===== src/rtl/fetch_pkg.sv =====
// Shared types and constants for the instruction fetch stage and its IF/ID register.
package fetch_pkg;

    localparam logic [31:0] NOP_INSTR = 32'h8B1F_03FF;

    typedef enum logic [0:0] {
        RUN   = 1'b0,
        FAULT = 1'b1
    } fetch_state_t;

    typedef struct packed {
        logic [63:0] pc;
        logic [63:0] pc_bl;
        logic [31:0] instr;
        logic        valid;
    } if_id_t;

    function automatic if_id_t make_bubble(input logic [31:0] nop);
        if_id_t b;
        b.pc    = 64'd0;
        b.pc_bl = 64'd0;
        b.instr = nop;
        b.valid = 1'b0;
        return b;
    endfunction

endpackage


===== src/rtl/fullAdder64.sv =====
// 64-bit adder with carry-in; the carry-out is dropped so sums wrap modulo 2^64.
module fullAdder64 (
    input  logic [63:0] a,
    input  logic [63:0] b,
    input  logic        cin,
    output logic [63:0] sum
);
    assign sum = a + b + {63'd0, cin};
endmodule


===== src/rtl/if_id_reg.sv =====
// IF/ID pipeline register: holds when disabled, loads on enable, flush forces a bubble.
module if_id_reg
    import fetch_pkg::*;
#(
    parameter logic [31:0] NOP = NOP_INSTR
) (
    input  logic   clk,
    input  logic   reset,
    input  logic   i_en,
    input  logic   i_flush,
    input  if_id_t i_data,
    output if_id_t o_data
);
    if_id_t r_data;

    // Register update; flush wins over enable so a redirect never leaks the wrong-path fetch
    always_ff @(posedge clk) begin
        if (reset) begin
            r_data <= make_bubble(NOP);
        end else if (i_flush) begin
            r_data <= make_bubble(NOP);
        end else if (i_en) begin
            r_data <= i_data;
        end else begin
            r_data <= r_data;
        end
    end

    assign o_data = r_data;
endmodule


===== src/rtl/instruction_fetch_stage.sv =====
// IF stage: PC register, redirect/stall handling, misaligned-target fault and squash counter.
module instruction_fetch_stage
    import fetch_pkg::*;
#(
    parameter logic [63:0] RESET_PC  = 64'h0,
    parameter logic [31:0] NOP_INSTR = fetch_pkg::NOP_INSTR
) (
    input  logic        clk,
    input  logic        reset,
    input  logic        IF_ID_en,
    input  logic        BrTaken,
    input  logic [63:0] BrTakenAddr,
    output logic [63:0] imem_addr,
    input  logic [31:0] imem_instr,
    output logic [63:0] PC_Addr_out,
    output logic [63:0] PC_BL_out,
    output logic [31:0] instruction_out,
    output logic        valid_out,
    output logic        fetch_fault,
    output logic [31:0] squash_count
);
    fetch_state_t r_state;
    fetch_state_t w_next_state;
    logic [63:0]  r_pc;
    logic [63:0]  w_pc_next;
    logic [63:0]  w_pc_plus4;
    logic         r_fault;
    logic         w_fault_next;
    logic [31:0]  r_squash;
    logic [31:0]  w_squash_next;
    logic         w_load;
    logic         w_flush;
    if_id_t       w_fetch;
    if_id_t       w_if_id;

    fullAdder64 u_pc_inc (
        .a   (r_pc),
        .b   (64'd4),
        .cin (1'b0),
        .sum (w_pc_plus4)
    );

    assign w_fetch = '{pc: r_pc, pc_bl: w_pc_plus4, instr: imem_instr, valid: 1'b1};

    // Next-state decode; a stalled cycle ignores BrTaken because decode keeps it asserted
    always_comb begin
        w_next_state  = r_state;
        w_pc_next     = r_pc;
        w_fault_next  = r_fault;
        w_squash_next = r_squash;
        w_load        = 1'b0;
        w_flush       = 1'b0;
        case (r_state)
            RUN: begin
                if (IF_ID_en) begin
                    if (BrTaken) begin
                        w_flush = 1'b1;
                        if (BrTakenAddr[1:0] == 2'b00) begin
                            w_pc_next     = BrTakenAddr;
                            w_squash_next = r_squash + 32'd1;
                        end else begin
                            w_next_state = FAULT;
                            w_fault_next = 1'b1;
                        end
                    end else begin
                        w_load    = 1'b1;
                        w_pc_next = w_pc_plus4;
                    end
                end else begin
                    w_load = 1'b0;
                end
            end
            FAULT: begin
                w_flush = 1'b1;
            end
            default: begin
                w_next_state = FAULT;
                w_fault_next = 1'b1;
                w_flush      = 1'b1;
            end
        endcase
    end

    // State, PC, fault flag and squash counter registers
    always_ff @(posedge clk) begin
        if (reset) begin
            r_state  <= RUN;
            r_pc     <= RESET_PC;
            r_fault  <= 1'b0;
            r_squash <= 32'd0;
        end else begin
            r_state  <= w_next_state;
            r_pc     <= w_pc_next;
            r_fault  <= w_fault_next;
            r_squash <= w_squash_next;
        end
    end

    if_id_reg #(.NOP(NOP_INSTR)) u_if_id (
        .clk     (clk),
        .reset   (reset),
        .i_en    (w_load),
        .i_flush (w_flush),
        .i_data  (w_fetch),
        .o_data  (w_if_id)
    );

    assign imem_addr       = r_pc;
    assign PC_Addr_out     = w_if_id.pc;
    assign PC_BL_out       = w_if_id.pc_bl;
    assign instruction_out = w_if_id.instr;
    assign valid_out       = w_if_id.valid;
    assign fetch_fault     = r_fault;
    assign squash_count    = r_squash;
endmodule

===== config.mk =====
export PLATFORM = sky130hd
export DESIGN_NAME = instruction_fetch_stage
export DESIGN_NICKNAME = d
export VERILOG_FILES = /design/src/rtl/fetch_pkg.sv /design/src/rtl/fullAdder64.sv /design/src/rtl/if_id_reg.sv /design/src/rtl/instruction_fetch_stage.sv
export SDC_FILE = /design/constraint.sdc
export NUM_CORES = 1
export LEC_CHECK = 0
export BUFFER_PORTS_ARGS = -buffer_cell sky130_fd_sc_hd__buf_2
export CAP_MARGIN = 30
export CORE_MARGIN = 8
export CORE_UTILIZATION = 55
export CTS_CLUSTER_DIAMETER = 150
export DETAILED_ROUTE_END_ITERATION = 10
export PLACE_DENSITY = 0.84
export SYNTH_ARGS = -nofsm -noshare
export SYNTH_HDL_FRONTEND = slang
export SYNTH_SLANG_ARGS = --single-unit
export TNS_END_PERCENT = 30

===== constraint.sdc =====
create_clock -name clk -period 3.9 [get_ports clk]
set_input_delay 0.975 -clock clk [delete_from_list [all_inputs] [get_ports clk]]
set_output_delay 0.975 -clock clk [all_outputs]
set_load 0.02 [all_outputs]

### Word level (Yosys, flattened, before mapping)

Cells that the tools add are included.

* logic and storage cells: 30
* input bits: 100
* register bits: 259
* output and inout port bits: 258

* equality and inequality tests: 1
* add/sub/neg operators: 2
* bitwise logic cells: 2
* reductions and logical operators: 5
* muxes and demuxes: 12

Operator list (count)
* 64-bit two-way mux: 2
* 64-bit by 3-bit adder with 64-bit output, second input constant: 1
* 32-bit by 1-bit adder with 32-bit output, second input constant: 1
* 1-bit two-way mux: 9
* 4-bit AND reduction: 2
* 3-bit AND reduction: 1
* 2-bit zero test: 1
* 2-bit by 1-bit != test with 1-bit output, second input constant: 1
* 1-bit NOT: 2
* 1-bit case mux with 2 select lines: 1
* 2-bit OR reduction: 1

### Longest topological paths before layout

Gate-level depths: netlist of the first run.

* depth after elaboration: 5
* gate-level depth with buffers: 8
* gate-level depth less buffers: 7

### By module

A second synthesis of the first run with hierarchy kept.

* cells, all modules: 1548
* area total of the unflattened synthesis: 14033.5 µm²

Modules (own cells, without submodules)
* if_id_reg: sequential area each 3223.1 µm², instances 1, area an instance 5701.7 µm², cells an instance 520
* instruction_fetch_stage: sequential area each 1961.9 µm², instances 1, area an instance 4604.4 µm², cells an instance 495
* fullAdder64: sequential area each 0.0 µm², instances 1, area an instance 3727.3 µm², cells an instance 533

### Worst setup path before layout of the first run

Ideal clock, no wire load.

* path kind: input to register
* from: input port BrTaken
* to: register r_squash[25] (netlist: squash_count[25])
* path buffers: 2
* required time: 3.772 ns
* setup time: 0.128 ns
* cell stages on the path: 8
* slack: 1.003 ns
* data arrival time: 2.769 ns
* path through: buf_2 -> clkinv_1 -> nor4_1 -> and4_1 -> clkbuf_1 -> nand3_1 -> xor2_1 -> nor2_1

* longest elaborated chain between the ends: 1

RTL lines
* start, declared: RTL line instruction_fetch_stage.sv:11 `input logic BrTaken,`
* 4-bit AND reduction (no line)
* end signal, assigned: RTL line instruction_fetch_stage.sv:95 `r_squash <= w_squash_next;`
* end, declared: RTL line instruction_fetch_stage.sv:29 `logic [31:0] r_squash;`

Every way passes these cells.
A chain may end at the register's enable or synchronous reset.

### Worst setup path after layout of the first run

* from: register r_pc[2] (netlist: imem_addr[2])
* to: register u_if_id.r_data, in the netlist u_if_id.o_data[93]

* longest elaborated chain between the ends: 1

RTL lines
* start, declared: RTL line instruction_fetch_stage.sv:24 `logic [63:0] r_pc;`
* start signal, assigned: RTL line instruction_fetch_stage.sv:93 `r_pc <= w_pc_next;`
* 64-bit by 3-bit adder with 64-bit output: RTL line fullAdder64.sv:8 `assign sum = a + b + {63'd0, cin};`
* end signal, assigned: RTL line if_id_reg.sv:19 `r_data <= make_bubble(NOP);`
* end signal, assigned: RTL line if_id_reg.sv:21 `r_data <= make_bubble(NOP);`
* end signal, assigned: RTL line if_id_reg.sv:23 `r_data <= i_data;`
* end, declared: RTL line if_id_reg.sv:14 `if_id_t r_data;`

Every way passes these cells.

==> run_results.csv, run 1 <==
group,metric,value,unit
logic_synthesis,post_synth.cell_area_avg,7.86,sq um
logic_synthesis,synth-async-reset-ratio,0,%
timing,fin_worst_hold_slack,0.451,ns
finish,final-instance-count-excl-fill,2053,
clock_tree,postCtsSetupRepairBufs,0,
placed_design,finalWeightedCongestion,0.896,
power,cellInternalPower,4.60,mW
setup_path,timing.critical_path.to_type,"flop",
route,ant_nets,0,
finish,ff_latch_area,5140,sq um
grt,grt_start_max_net_pins,87,
logic_synthesis,synth_nets,1633,
min_path,hp-start,"u_if_id.o_data[31]$_SDFFE_PP0P_",
route,dr.first_iter.drc_count,1139,
power,pwr-share-seq,45.1,%
route,num_vias,12000,
clock_tree,cts_made_buffers,27,
timing,post-route-period-util,82.1,%
timing,timing.fmax,312,MHz
finish,postLayoutCellArea,14500,sq um
die,fp.coreArea,21600,sq um
finish,layout.cells.most_common_list,"355 x buf_2, 267 x nand2_1, 257 x dfxtp_1, 159 x a21oi_1, 128 x nor2_1",
finish,ratio_of_cells_with_drive_above_1_in_the_final_layout,25.4,%
clock_tree,cts_hold_buffers,0,
logic_synthesis,post_synth_num_cell_types,59,
route,drtPass1Iterations,5,
power,pwr_density_cell,432,nW/um^2
timing,finalHoldViolCount,0,
clock_tree,htree_num_levels,1,
setup_path,start_kind,"flop",
power,peakVddDrop,0.362,mV
logic_synthesis,synth_fa_ha_area_share,0.208,%
placed_design,port_buffers,357,
placed_design,place_ws,0.576,ns
finish,layout.nets,1855,
grt,first_pass_grt_wire_length,60700,um
logic_synthesis,complex_gate_fraction_of_the_synthesized_area,16.9,%
power,clock_power_share,43.7,%
clock_tree,cts-root-to-sink-buffers,3,
logic_synthesis,area_share_of_the_largest_cell_type_after_synthesis,42.8,%
grt,grtUsageTotal,27.7,%
timing,final.min_clock_period,3.20,ns
setup_path,setup.worst_path.class,"reg2reg",
route,wl_per_cell,19.2,um
finish,area_occupied_by_multi_input_gates,5920,sq um
clock_tree,clock_sink_count,257,
grt,grt_pass1_vias,11200,
power,swShare,26.3,%
logic_synthesis,synth_enable_flop_cells,0,
flow_run,timing.max_cap.violations,0,
logic_synthesis,yosysWarnings,0,
placed_design,dp_hpwl,27800,um
logic_synthesis,synthesis.area,12000,sq um
logic_synthesis,synth.area.mux_share,0.759,%
timing,worst_slack,0.700,ns
die,floorplan.die.width,164,um
clock_tree,worstSkewPairLatency,0.53,ns
logic_synthesis,synthFlopType,"dfxtp_1",
setup_path,crit_path_start,"imem_addr[2]$_SDFFE_PP0P_",
route,route.final.wire_length,39400,um
power,power.combinational.fraction,11.2,%
clock_tree,tritoncts_clock_tree,"yes",
route,routed_via_density,5.83,
timing,tightestPinTransition,0.948,ns
setup_path,critPathRequiredTime,4.29,ns
logic_synthesis,synth_top_cell_by_area,"dfxtp_1",
logic_synthesis,synth_top_family_by_area,"simple AND/OR/NAND/NOR gates",
finish,final_common_cell,"buf_2",
logic_synthesis,synthesized_area_fraction_occupied_by_xor_and_xnor_cells,6.33,%
setup_path,cp_data_arrival_time,3.59,ns
route,drc_errors,0,
die,initial_utilization,55.6,%
min_path,hold_path.class,"reg2reg",
timing,setup_violations,0,
placed_design,cell_area_placed,13500,sq um
logic_synthesis,synth_area_leaders,"dfxtp_1 43%, nand2_1 8.4%, a21oi_1 6.7%",
timing,setup_total_negative_slack,0,ns
power,netSwitchingPower,1.64,mW
logic_synthesis,synth.ff_latch_count,257,
timing,timing.final.max_slew_violations,0,
die,die_y,164,um
finish,growth_of_design_area_from_synthesis_to_finish,20.1,%
setup_path,r2r_setup_slack,0.70,ns
power,p_leak,6.05,nW
clock_tree,cts-resized-gates,0,
status,run_status,"completed",
die,dieArea,26900,sq um
logic_synthesis,synth_seq_area_share,42.8,%
placed_design,dpl.cell_count,2004,
timing,clock-skew-final,0.0114,ns
grt,antenna_found_initial,3,
finish,fill_cells,1821,
timing,relSlewSlack,36.3,%
clock_tree,cts_root_buf,"clkbuf_16",
die,io_pins,358,
clock_tree,clk_transition_reported_paths,0.06,ns
logic_synthesis,cells_after_synthesis,1531,
logic_synthesis,synth-simple-area-share,24.5,%
setup_path,timing.rr.start,"imem_addr[2]$_SDFFE_PP0P_",
setup_path,crit_path_max_fanout,8,
die,std_cell_rows,54,
timing,rsz0062_at_grt,"false",
grt,global_route_total_overflow,0,
[logic make-up after synthesis]
| logic type | after synthesis |
|---|---|
| compound gates | 346 |
| xor+xnor | 87 |
| fa+ha+maj | 2 |
| buf+inv | 203 |
| flops | 257 |
| mux | 9 |
| simple gates | 627 |
[final timing paths]
path	end	cells after the start
worst max-delay path	u_if_id.o_data[93]$_SDFFE_PP0P_	7
worst min register to register	u_if_id.o_data[31]$_SDFFE_PP0P_	2
worst max register to register	u_if_id.o_data[93]$_SDFFE_PP0P_	7
worst min-delay path	u_if_id.o_data[31]$_SDFFE_PP0P_	2
[metrics by stage]
stage | total power [mW] | utilization, %
after CTS | 6.26 | 66.8
after global placement | 3.55 | 62.5
final | 6.24 | 66.8
after detailed placement | 3.56 | 62.5
after floorplan | 3.33 | -
after global routing | 6.44 | 66.8
[worst max-delay path, cell delays in order, from the launching register on]
cell,delay [ns]
dfxtp_1,0.48
ha_1,0.31
nand3_1,0.26
nor3_2,0.53
nand4_1,0.41
nor4_1,0.79
xnor2_1,0.20
a21oi_1,0.09
[sequential cells by signal, indices dropped and copies added (netlist names)]
register        count
r_state             1
imem_addr          64
u_if_id.o_data    159
squash_count       32
fetch_fault         1
[cell type report]
| cell class | count | area share [%] |
|---|---|---|
| inverter | 10 | 0.260 |
| tap | 280 | 2.42 |
| antenna | 2 | 0.0346 |
| clock inverter | 15 | 1.46 |
| sequential | 257 | 35.6 |
| clock buffer | 32 | 5.01 |
| multi-input combinational | 1071 | 40.9 |
| timing repair buffer | 386 | 14.3 |
[cells in the mapped netlist (all sizes together), types with 7 or more instances]
cell / instances
nand2: 268
dfxtp: 257
a21oi: 160
nor2: 130
clkbuf: 109
buf: 84
o21ai: 71
nand3: 65
xnor2: 51
xor2: 36
and3: 30
nand4: 26
a211oi: 25
nor3: 20
a31oi: 18
nor4: 18
a22oi: 17
and4: 16
a22o: 12
or3: 11
or4: 10
and2: 9
inv: 9
mux2i: 8
nor2b: 7
o211ai: 7
[per-layer routing]
layer,part of all wire [%],global-route usage (%),vias up,wire [um]
met1,39,34.7,5576,15400
li1,-,-,5667,-
met4,3.7,10.6,2,1460
met3,11,6.59,86,4160
met2,47,45.7,640,18400
met5,0.023,0,-,9
[power by group through the flow]
stage | Combinational, mW | Sequential [mW] | Clock (mW)
floorplan | 0.434 | 2.89 | 0
global placement | 0.682 | 2.87 | 0
detailed placement | 0.692 | 2.87 | 0
CTS | 0.696 | 2.81 | 2.75
global route | 0.756 | 2.83 | 2.86
finish | 0.698 | 2.82 | 2.72
No activity file was read; power rests on OpenSTA's default activity.
==> run 2: changes to the inputs <==
--- a/config.mk
+++ b/config.mk
@@ -8,10 +8,10 @@
 export BUFFER_PORTS_ARGS = -buffer_cell sky130_fd_sc_hd__buf_2
 export CAP_MARGIN = 30
 export CORE_MARGIN = 8
-export CORE_UTILIZATION = 55
+export CORE_UTILIZATION = 47
 export CTS_CLUSTER_DIAMETER = 150
 export DETAILED_ROUTE_END_ITERATION = 10
-export PLACE_DENSITY = 0.84
+export PLACE_DENSITY = 0.77
 export SYNTH_ARGS = -nofsm -noshare
 export SYNTH_HDL_FRONTEND = slang
 export SYNTH_SLANG_ARGS = --single-unit
==> constraint.sdc (replaced) <==
create_clock -name clk -period 2.6 [get_ports clk]
set_input_delay 0.65 -clock clk [delete_from_list [all_inputs] [get_ports clk]]
set_output_delay 0.65 -clock clk [all_outputs]
set_load 0.02 [all_outputs]
==> run_results.csv, run 2 (synthesis results as in run 1) <==
group,metric,value,unit
clock_tree,cts_made_buffers,29,
finish,largest_reg_flops,159,
power,pwr_density_cell,618,nW/um^2
grt,first_pass_grt_wire_length,63000,um
finish,growth_of_design_area_from_synthesis_to_finish,25.0,%
grt,antenna_found_initial,4,
die,std_cell_rows,58,
flow_run,timing.max_cap.violations,0,
die,initial_utilization,47.8,%
grt,global_route_total_overflow,0,
setup_path,crit_path_start,"imem_addr[18]$_SDFFE_PP0P_",
die,floorplan.die.width,176,um
die,die_y,176,um
setup_path,start_kind,"flop",
finish,ratio_of_cells_with_drive_above_1_in_the_final_layout,28.4,%
route,wl_per_cell,18.7,um
timing,setup_violations,0,
die,dieArea,31000,sq um
placed_design,dp_hpwl,29500,um
timing,setup_total_negative_slack,0,ns
timing,timing.final.max_slew_violations,0,
power,peakVddDrop,0.562,mV
timing,tightestPinTransition,0.551,ns
min_path,hp-start,"imem_instr[5]",
clock_tree,clk_transition_reported_paths,0.06,ns
setup_path,crit_path_max_fanout,19,
route,routed_via_density,5.51,
placed_design,finalWeightedCongestion,0.886,
setup_path,timing.critical_path.to_type,"flop",
timing,timing.fmax,410,MHz
clock_tree,worstSkewPairLatency,0.55,ns
timing,clock-skew-final,0.0106,ns
setup_path,reg2reg_depth,7,
route,drtPass1Iterations,5,
timing,finalHoldViolCount,0,
route,num_vias,12000,
setup_path,setup.worst_path.class,"reg2reg",
grt,grt_start_max_net_pins,94,
timing,final.min_clock_period,2.44,ns
timing,rsz0062_at_grt,"false",
clock_tree,cts_root_buf,"clkbuf_16",
setup_path,timing.rr.start,"imem_addr[18]$_SDFFE_PP0P_",
placed_design,cell_area_placed,14100,sq um
route,route.final.wire_length,40600,um
finish,final_common_cell,"buf_2",
die,io_pins,358,
power,p_leak,6.40,nW
finish,layout.cells.most_common_list,"355 x buf_2, 267 x nand2_1, 257 x dfxtp_1, 159 x a21oi_1, 128 x nor2_1",
route,ant_nets,0,
setup_path,critPathRequiredTime,3.07,ns
finish,fill_cells,2242,
finish,postLayoutCellArea,15000,sq um
clock_tree,postCtsSetupRepairBufs,0,
placed_design,place_ws,0.180,ns
grt,grt_pass1_vias,11200,
placed_design,port_buffers,357,
grt,grtUsageTotal,24.8,%
status,run_status,"completed",
timing,post-route-period-util,93.8,%
clock_tree,tritoncts_clock_tree,"yes",
min_path,hold_path.class,"in2reg",
setup_path,cp_data_arrival_time,2.91,ns
die,fp.coreArea,25200,sq um
clock_tree,cts-root-to-sink-buffers,3,
clock_tree,clock_sink_count,257,
timing,worst_slack,0.160,ns
min_path,timing.hold.worst_path_depth,3,
clock_tree,htree_num_levels,1,
route,drc_errors,0,
finish,layout.nets,1923,
finish,finalCoreUtilization,59.7,%
timing,relSlewSlack,62.9,%
route,dr.first_iter.drc_count,1028,
-- run 2: per-layer routing --
metal	vias to the layer above	track usage, %	routed length [um]
met4	4	9.11	1410
li1	5793	-	-
met3	87	6.32	3660
met1	5567	31.9	17000
met5	-	0	26
met2	525	39.7	18500
-- run 2: through the flow --
stage	total power [mW]	hold WS (ns)	cells
floorplan	4.99	0.440	1531
global placement	5.41	0.439	2120
detailed placement	5.42	0.444	2120
CTS	9.38	0.299	2173
global route	9.66	0.310	2175
finish	9.30	0.317	2175
-- run 2: final cells by class --
cell class	count	area, sq um	area share [%]
Multi-Input combinational cell	1071	5930	39.4
Sequential cell	257	5140	34.2
Timing Repair Buffer	452	2580	17.2
Clock buffer	41	861	5.72
Tap cell	330	413	2.74
Clock inverter	12	72.6	0.482
Inverter	10	37.5	0.250
Antenna cell	2	5.00	0.0333
-- run 2: worst paths after layout --
kind                                                    endpoint  slack [ns]
worst max-delay path                  imem_addr[45]$_SDFFE_PP0P_        0.16
worst min-delay path              u_if_id.o_data[6]$_SDFFE_PP1P_        0.32
worst max register to register        imem_addr[45]$_SDFFE_PP0P_        0.16
worst min register to register  u_if_id.o_data[112]$_SDFFE_PP0P_        0.45
-- run 2: timing repair --
action	4_1_cts	5_1_grt
setup endpoints to repair	0	1
hold buffers	0	0
resized for setup	0	2
-- run 2: where the power goes --
| part | leakage [nW] | switching [mW] | internal, mW |
|---|---|---|---|
| logic | 3.85 | 0.774 | 0.409 |
| clock network | 0.466 | 1.66 | 2.30 |
| registers | 2.09 | 0.0921 | 4.07 |
-- run 2: critical path, cell delays in order, from the launching register on --
cell	delay, ns
dfxtp_1	0.34
nand3_1	0.13
or4_1	0.66
nor4_4	0.36
buf_12	0.20
nand4_1	0.16
or3_1	0.35
a31oi_1	0.16
==> run 3: changes to the inputs <==
--- a/config.mk
+++ b/config.mk
@@ -7,6 +7,7 @@
 export LEC_CHECK = 0
 export BUFFER_PORTS_ARGS = -buffer_cell sky130_fd_sc_hd__buf_2
 export CAP_MARGIN = 30
+export CORE_ASPECT_RATIO = 0.5
 export CORE_MARGIN = 8
 export CORE_UTILIZATION = 47
 export CTS_CLUSTER_DIAMETER = 150
==> run_results.csv, run 3 (synthesis results as in run 1) <==
group,metric,value,unit
timing,timing.fmax,408,MHz
die,initial_utilization,47.8,%
die,io_pins,358,
setup_path,crit_path_max_fanout,19,
setup_path,critPathRequiredTime,3.07,ns
setup_path,timing.rr.start,"imem_addr[8]$_SDFFE_PP0P_",
min_path,min_delay_worst_endpoint,"u_if_id.o_data[19]$_SDFFE_PP1P_",
timing,final.min_clock_period,2.45,ns
grt,antenna_found_initial,10,
status,run_status,"completed",
finish,area_occupied_by_multi_input_gates,5930,sq um
finish,final_common_cell,"buf_2",
finish,fill_cells,2310,
finish,largest_reg_flops,159,
die,die_y,129,um
clock_tree,cts_hold_buffers,0,
min_path,timing.hold.worst_path_depth,3,
setup_path,start_kind,"flop",
min_path,hp-start,"imem_instr[18]",
die,dieArea,31300,sq um
finish,ratio_of_cells_with_drive_above_1_in_the_final_layout,28.2,%
finish,ff_latch_area,5150,sq um
setup_path,timing.critical_path.to_type,"flop",
grt,grtUsageTotal,24.5,%
placed_design,dp_hpwl,30000,um
die,fp.coreArea,25200,sq um
clock_tree,postCtsSetupRepairBufs,0,
route,routed_via_density,5.52,
timing,relSlewSlack,57.9,%
power,pwr_density_cell,609,nW/um^2
die,std_cell_rows,41,
timing,rsz0062_at_grt,"false",
finish,growth_of_design_area_from_synthesis_to_finish,25.1,%
route,wl_per_cell,18.9,um
timing,tightestPinTransition,0.629,ns
timing,timing.final.max_slew_violations,0,
setup_path,worst_r2r_endpoint,"imem_addr[55]$_SDFFE_PP0P_",
route,route.final.wire_length,41200,um
die,floorplan.die.width,242,um
clock_tree,cts_made_buffers,24,
flow_run,timing.max_cap.violations,0,
grt,global_route_total_overflow,0,
clock_tree,cts-root-to-sink-buffers,3,
placed_design,dpl.cell_count,2136,
power,p_leak,6.37,nW
timing,finalHoldViolCount,0,
finish,layout.nets,1920,
route,drtPass1Iterations,6,
grt,first_pass_grt_wire_length,63000,um
setup_path,r2r_setup_slack,0.15,ns
clock_tree,htree_num_levels,1,
setup_path,cp_data_arrival_time,2.92,ns
min_path,hold_path.class,"in2reg",
timing,clock-skew-final,0.0202,ns
route,drc_errors,0,
finish,final-instance-count-excl-fill,2187,
grt,grt_pass1_vias,11200,
setup_path,setup.worst_path.class,"reg2reg",
grt,grt_start_max_net_pins,77,
clock_tree,tritoncts_clock_tree,"yes",
clock_tree,clock_sink_count,257,
placed_design,finalWeightedCongestion,0.867,
route,dr.first_iter.drc_count,1164,
timing,setup_total_negative_slack,0,ns
route,num_vias,12100,
finish,layout.cells.most_common_list,"355 x buf_2, 267 x nand2_1, 256 x dfxtp_1, 159 x a21oi_1, 129 x nor2_1",
timing,post-route-period-util,94.3,%
clock_tree,worstSkewPairLatency,0.54,ns
power,peakVddDrop,0.391,mV
timing,setup_violations,0,
clock_tree,clk_transition_reported_paths,0.07,ns
route,ant_nets,0,
setup_path,reg2reg_depth,7,
clock_tree,cts-resized-gates,0,
placed_design,port_buffers,357,
clock_tree,cts_root_buf,"clkbuf_16",
[run 3: worst max-delay path by stage]
stage / start / to / slack (ns) / depth (start not counted)
after floorplan: BrTaken / squash_count[25]$_SDFFE_PP0P_ / 0.03 / 8
after global placement: imem_addr[2]$_SDFFE_PP0P_ / imem_addr[58]$_SDFFE_PP0P_ / 0.20 / 8
after CTS: imem_addr[2]$_SDFFE_PP0P_ / imem_addr[58]$_SDFFE_PP0P_ / 0.07 / 8
after global routing: imem_addr[8]$_SDFFE_PP0P_ / imem_addr[45]$_SDFFE_PP0P_ / 0.01 / 7
after detailed placement: imem_addr[2]$_SDFFE_PP0P_ / imem_addr[58]$_SDFFE_PP0P_ / 0.12 / 8
final: imem_addr[8]$_SDFFE_PP0P_ / imem_addr[55]$_SDFFE_PP0P_ / 0.15 / 7
[run 3: cell type report]
cell class / instances / area share [%]
Multi-Input combinational cell: 1071 / 39.4
Sequential cell: 257 / 34.2
Timing Repair Buffer: 454 / 17.6
Clock buffer: 31 / 4.57
Tap cell: 344 / 2.86
Clock inverter: 13 / 1.06
Inverter: 10 / 0.249
Antenna cell: 7 / 0.116
[run 3: worst max-delay path, cell delays in order, from the launching register on]
cell	delay [ns]
dfxtp_1	0.40
nand4_4	0.17
or4_4	0.61
nor4_4	0.32
buf_12	0.20
nand4_1	0.18
or3_1	0.35
a31oi_1	0.15
[run 3: layer usage]
layer	wire length, um	vias up	GRT usage [%]
li1	-	5788	-
met1	17100	5680	31.1
met2	19700	498	40.0
met3	2840	107	5.40
met4	1540	6	11.2
met5	34	-	0
[run 3: power breakdown]
group	leakage, nW	switching, mW	internal (mW)
clock	0.410	1.62	2.18
sequential	2.09	0.0975	4.07
combinational	3.87	0.778	0.421
[run 3: through the flow]
| step | cell area (sq um) | power (mW) | hold slack [ns] | util, % | setup WS, ns |
|---|---|---|---|---|---|
| after floorplan | 12000 | 4.99 | 0.440 | - | 0.0284 |
| after global placement | 14200 | 5.42 | 0.439 | 56.3 | 0.200 |
| after detailed placement | 14200 | 5.43 | 0.443 | 56.3 | 0.120 |
| after CTS | 15000 | 9.20 | 0.314 | 59.7 | 0.0660 |
| after global routing | 15100 | 9.50 | 0.324 | 59.8 | 0.0102 |
| final | 15100 | 9.16 | 0.324 | 59.8 | 0.148 |
